--- src/rtl/bmp280_burst_sequencer.sv ---
// BMP280 burst sequencer: writes N_CFG config words over SPI, then each sample period
// reads N_RD words and streams SYNC + low bytes (+ optional XOR checksum) over UART.
module bmp280_burst_sequencer #(
  parameter int DATA_WIDTH_SPI_CONFIG = 16,
  parameter int DATA_WIDTH_UART = 8,
  parameter int N_CFG = 2,
  parameter int N_RD = 9,
  parameter int SAMPLE_PERIOD = 500000,
  parameter logic [DATA_WIDTH_UART-1:0] SYNC_BYTE = 8'hA5,
  parameter bit CHECKSUM_EN = 1'b1
) (
  input  logic                                   clk,
  input  logic                                   rst_n,
  input  logic                                   start,
  input  logic [N_CFG*DATA_WIDTH_SPI_CONFIG-1:0] cfg_words,
  input  logic [N_RD*DATA_WIDTH_SPI_CONFIG-1:0]  rd_cmds,
  input  logic [DATA_WIDTH_SPI_CONFIG-1:0]       rx_byte_spi,
  input  logic                                   complete_spi,
  input  logic                                   complete_uart,
  output logic                                   enable_spi,
  output logic [DATA_WIDTH_SPI_CONFIG-1:0]       tx_byte_spi,
  output logic                                   enable_uart,
  output logic [DATA_WIDTH_UART-1:0]             tx_byte_uart,
  output logic                                   cfg_done,
  output logic                                   overrun,
  output logic [15:0]                            frame_count
);
  localparam int WS = DATA_WIDTH_SPI_CONFIG;
  localparam int WU = DATA_WIDTH_UART;
  localparam int CI_W = (N_CFG > 1) ? $clog2(N_CFG) : 1;
  localparam int RI_W = (N_RD > 1) ? $clog2(N_RD) : 1;
  localparam int TI_W = $clog2(N_RD + 2);
  localparam int TM_W = $clog2(SAMPLE_PERIOD);
  localparam int LAST_TX = CHECKSUM_EN ? N_RD + 1 : N_RD;

  typedef enum logic [3:0] {
    IDLE, CFG, CFG_GAP, WAIT, RD, RD_GAP, TX_SYNC, TX_DATA, TX_CSUM, TX_GAP
  } state_t;

  state_t state, next_state;
  logic [CI_W-1:0] cfg_idx;
  logic [RI_W-1:0] rd_idx;
  logic [TI_W-1:0] tx_idx;
  logic [TM_W-1:0] timer;
  logic            timer_run, pending;
  logic [WU-1:0]   rd_buf [N_RD];
  logic [WS-1:0]   cfg_sel, rd_sel;
  logic [WU-1:0]   uart_sel, csum;
  logic            tick, cfg_last, rd_last, tx_last;
  logic            unused_rx;

  assign unused_rx   = ^rx_byte_spi;
  assign tick        = timer_run && (timer == TM_W'(SAMPLE_PERIOD - 1));
  assign cfg_last    = (cfg_idx == CI_W'(N_CFG - 1));
  assign rd_last     = (rd_idx == RI_W'(N_RD - 1));
  assign tx_last     = (tx_idx == TI_W'(LAST_TX));
  assign enable_spi  = (state == CFG) || (state == RD);
  assign enable_uart = (state == TX_SYNC) || (state == TX_DATA) || (state == TX_CSUM);

  // Tx index: 0 = sync, 1..N_RD = buffered bytes, N_RD+1 = checksum.
  always_comb begin
    cfg_sel  = '0;
    rd_sel   = '0;
    csum     = '0;
    uart_sel = SYNC_BYTE;
    for (int k = 0; k < N_CFG; k++)
      if (cfg_idx == CI_W'(k)) cfg_sel = cfg_words[k*WS +: WS];
    for (int k = 0; k < N_RD; k++) begin
      if (rd_idx == RI_W'(k)) rd_sel = rd_cmds[k*WS +: WS];
      if (tx_idx == TI_W'(k + 1)) uart_sel = rd_buf[k];
      csum = csum ^ rd_buf[k];
    end
    if (tx_idx == TI_W'(N_RD + 1)) uart_sel = csum;
  end

  always_comb begin
    next_state = state;
    case (state)
      IDLE:    if (start) next_state = CFG;
      CFG:     if (complete_spi) next_state = cfg_last ? RD : CFG_GAP;
      CFG_GAP: next_state = CFG;
      WAIT:    if (tick || pending) next_state = RD;
      RD:      if (complete_spi) next_state = rd_last ? TX_SYNC : RD_GAP;
      RD_GAP:  next_state = RD;
      TX_SYNC, TX_DATA, TX_CSUM:
               if (complete_uart) next_state = tx_last ? WAIT : TX_GAP;
      TX_GAP:  next_state = (tx_idx <= TI_W'(N_RD)) ? TX_DATA : TX_CSUM;
      default: next_state = IDLE;
    endcase
  end

  always_ff @(posedge clk or negedge rst_n) begin
    if (!rst_n) state <= IDLE;
    else        state <= next_state;
  end

  always_ff @(posedge clk or negedge rst_n) begin
    if (!rst_n) begin
      tx_byte_spi  <= '0;
      tx_byte_uart <= '0;
      cfg_done     <= 1'b0;
      overrun      <= 1'b0;
      frame_count  <= '0;
      cfg_idx      <= '0;
      rd_idx       <= '0;
      tx_idx       <= '0;
      timer        <= '0;
      timer_run    <= 1'b0;
      pending      <= 1'b0;
      for (int k = 0; k < N_RD; k++) rd_buf[k] <= '0;
    end else begin
      // Output words are loaded on entry so they are stable for the whole handshake.
      if (next_state == CFG)     tx_byte_spi <= cfg_sel;
      else if (next_state == RD) tx_byte_spi <= rd_sel;
      if (next_state == TX_SYNC || next_state == TX_DATA || next_state == TX_CSUM)
        tx_byte_uart <= uart_sel;

      if (state == CFG && complete_spi) begin
        cfg_idx <= cfg_last ? '0 : cfg_idx + 1'b1;
        if (cfg_last) begin
          cfg_done  <= 1'b1;
          timer_run <= 1'b1;
        end
      end

      if (state == CFG && complete_spi && cfg_last) timer <= '0;
      else if (timer_run)                           timer <= tick ? '0 : timer + 1'b1;

      if (state == RD && complete_spi) begin
        for (int k = 0; k < N_RD; k++)
          if (rd_idx == RI_W'(k)) rd_buf[k] <= rx_byte_spi[WU-1:0];
        rd_idx <= rd_last ? '0 : rd_idx + 1'b1;
      end

      // A tick outside WAIT is remembered so the late burst starts as soon as WAIT is reached.
      if (tick && state != WAIT) begin
        overrun <= 1'b1;
        pending <= 1'b1;
      end else if (state == WAIT && next_state == RD) begin
        pending <= 1'b0;
      end

      if (enable_uart && complete_uart) begin
        if (tx_last) begin
          tx_idx      <= '0;
          frame_count <= frame_count + 1'b1;
        end else begin
          tx_idx <= tx_idx + 1'b1;
        end
      end
    end
  end
endmodule

--- config.mk ---
export PLATFORM = sky130hd
export DESIGN_NAME = bmp280_burst_sequencer
export DESIGN_NICKNAME = d
export VERILOG_FILES = /design/src/rtl/bmp280_burst_sequencer.sv
export SDC_FILE = /design/constraint.sdc
export NUM_CORES = 1
export LEC_CHECK = 0
export CAP_MARGIN = 30
export CORE_MARGIN = 2
export CORE_UTILIZATION = 45
export CTS_BUF_LIST = sky130_fd_sc_hd__clkbuf_16
export CTS_CLUSTER_DIAMETER = 120
export DETAILED_ROUTE_END_ITERATION = 7
export PLACE_DENSITY = 0.83
export SLEW_MARGIN = 20
export SYNTH_ARGS = -nofsm -noshare
export SYNTH_HDL_FRONTEND = slang
export SYNTH_SLANG_ARGS = --single-unit
--- constraint.sdc ---
create_clock -name clk -period 2.46 [get_ports clk]
set_input_delay 0.369 -clock clk [delete_from_list [all_inputs] [get_ports clk]]
set_output_delay 0.369 -clock clk [all_outputs]
set_load 0.01 [all_outputs]
==> results <==
[cells in the mapped netlist, types with 4 or more instances]
library cell / n
a22oi_1: 12
o22ai_1: 16
mux2_2: 92
and2_1: 9
a221o_1: 17
clkbuf_1: 47
a32oi_1: 5
buf_2: 6
o21ai_0: 44
a22o_1: 8
nand2_1: 64
a211oi_1: 14
xnor2_1: 69
and4_1: 7
a222oi_1: 5
nor3_1: 32
o31ai_1: 23
buf_1: 6
nor2_1: 61
a21o_1: 9
inv_1: 11
a2111oi_0: 4
nor3b_1: 7
ha_1: 6
xor2_1: 16
o22a_1: 4
a21oi_1: 49
nand4_1: 11
and3_1: 4
nand2b_1: 13
nand3_1: 20
a221oi_1: 11
o21a_1: 5
dfrtp_1: 147
mux2i_1: 23
nor2b_1: 33
o2bb2ai_1: 4
[through the flow]
stage	area (um2)	setup slack [ps]	power, W	setup TNS (ps)	instances
final	13150	125.1	0.01563	0	1516
after global placement	12500	-201.3	0.01264	-2526	1479
after CTS	13100	11.99	0.01555	0	1513
after global routing	13150	4.285	0.01661	0	1516
after floorplan	9336	4.475	0.009674	0	956
after detailed placement	12500	-316.4	0.01289	-3951	1480
[power breakdown]
group / leakage, nW / internal (W) / switching (W)
sequential: 1.94 / 0.00318 / 0.000684
combinational: 3.36 / 0.00467 / 0.00453
clock: 0.296 / 0.00156 / 0.000994
total: 5.59 / 0.00942 / 0.00621
[layout make-up]
class / instances / area share
clock buffers: 17 / 0.03236
clock inverters: 15 / 0.01142
inverters: 11 / 0.003141
multi-input cells: 736 / 0.4103
repair buffers: 319 / 0.2370
flip-flops and latches: 147 / 0.2799
well taps: 270 / 0.02570
diodes: 1 / 0.0001903
[state kept, by name, summed over array words and instances, names as in the netlist]
register	flops
rd_buf	72
timer	19
frame_count	16
tx_byte_spi	16
tx_byte_uart	8
rd_idx	4
state	4
tx_idx	4
cfg_idx	1
overrun	1
pending	1
timer_run	1
[cells by family after synthesis]
family,share of synthesized area
AOI/OAI and AO/OA,0.1808
xor gates and xnor gates,0.07984
adders and majority gates,0.008051
buffers and inverters,0.03261
DFF,0.3945
muxes,0.1382
and+or+nand+nor,0.1660
[metal layers]
layer | routed length (um) | global-route usage
met1 | 11200 | 0.3174
met2 | 14580 | 0.4593
met3 | 1587 | 0.04907
met4 | 1092 | 0.1205
met5 | 0 | 0
[worst paths after layout]
check,end,slack (ps)
max,tx_byte_uart[1]$_DFFE_PN0P_,130
min,rd_buf[59]$_DFFE_PN0P_,490
max reg2reg,tx_byte_uart[1]$_DFFE_PN0P_,130
min reg2reg,frame_count[15]$_DFFE_PN0P_,490
max in group asynchronous,state[3]$_DFF_PN0_,1290
min in group clk,frame_count[15]$_DFFE_PN0P_,490
[worst max-delay path, delay by kind of cell (launching register included)]
| kind | cells | cell delay (ps) |
|---|---|---|
| buffers and inverters | 3 | 480 |
| AOI/OAI and AO/OA | 2 | 290 |
| DFF | 1 | 470 |
| muxes | 1 | 330 |
| and+or+nand+nor | 3 | 650 |
[timing repair]
item | in CTS | in global routing
endpoints found under the setup margin | 12 | 28
hold endpoints to repair | 62 | 0
setup buffers | 0 | 2
hold buffers | 1 | 0
resized for setup | 3 | 8
pin swaps | 0 | 3
==> metrics.csv <==
metric,value,unit
status,"finished, final reports clean",
Post-synth EDFFs,0,
max-slew violation count,0,
htree depth,4,
Post-Route WL,28460,um
Synth-to-Final Area Change,41.00,%
ys async rst share,1.000,
post-synth top area cell,dfrtp_1,
reg2reg path depth,9,
largest net degree at the start of global routing,66,
DIE WIDTH,147.9,um
# clock sinks,147,
Setup Viol. Count Final,0,
"Seq/Total Area, Yosys",0.3945,
"Hold Vio Cnt, Final",0,
gr usage total,0.2637,
power density cells,1189,mW/mm2
I/O Buffers,232,
vias in the first global route,8668,
Synth Instances,956,
share of layout cells above drive strength 1,0.1839,
TritonCTS clock tree,yes,
YS warnings,0,
worst slew pin tran,596.3,ps
NumNets Final,1435,
post-layout util,0.6476,
"Top FF cell, synth",dfrtp_1,
Slew HR,0.6024,
Post-Synthesis Cell Area,0.009324,mm2
initial core utilization,0.4593,
Clock Skew,7.998,ps
"Critical Path, Cell by Cell",buf_4 > nand3b_1 > a211oi_4 > buf_4 > nor4b_4 > nand2_2 > a32oi_4 > buf_12 > mux2_2,
Syn Area/Cell,9.753,um2
DR vias,8702,
leakage,5.594,nW
clk buf depth,2,
Filler cells,1622,
worst vdd ir,0.5483,mV
reg2reg start,state[3]$_DFF_PN0_,
Crit-path slowest cell,dfrtp_2,
Worst-Skew Late Latency,430,ps
first-pass GRT wire length,45110,um
crit start category,flip-flop,
Die Height,147.9,um
Pre-antenna DRT Iters,7,
GP Congestion,0.8551,
Fmax,0.4283,GHz
root buffer cell,clkbuf_16,
Critical Path RT,2770,ps
Routed Antenna Nets,0,
# rows,52,
clk slew on worst S/H paths,60,ps
most frequent cells in the layout,"clkdlybuf4s50_1 (230), dfrtp_1 (146), mux2_2 (92)",
First DRT Iteration DRCs,532,
synth top area cells,"dfrtp_1 (39%), mux2_2 (11%), xnor2_1 (6.5%), a21oi_1 (2.6%), nand2_1 (2.6%)",
CTS buffer count,17,
worst hold-check path type,in2async,
CP endpoint kind,flip-flop,
I/O Pins,241,
top cell type's share of synthesized area,0.3945,
hold slack final,487.7,ps
Residual DRC,0,
vias per cell,5.740,
distinct cell type count after synthesis,65,
"commonest non-fill, non-tap cell in the layout",clkdlybuf4s50_1,
critical path's most frequent cell,buf_4,
post-layout min period,2335,ps
Post-DP HPWL,21120,um
area of the multi-input gates,0.005394,mm2
RSZ-0062 raised after global routing,no,
area occupied by registers,0.003680,mm2
critical path class,reg2reg,
Yosys reg bits,147,
syn_nets,1159,
CP Max Fanout,11,
arrival time worst endpoint,2650,ps
period utilisation layout,0.9492,
Avg WL per Cell,18.78,um
antenna violations before repair,1,
MaxCap Viol Count,0,
Worst setup startpoint,state[3]$_DFF_PN0_,
worst stage delay on the critical path,470,ps
core footprint,0.02030,mm2
Die Footprint,0.02189,mm2
Overflow after GRT,0,
Power figures use the tool's default switching activity.
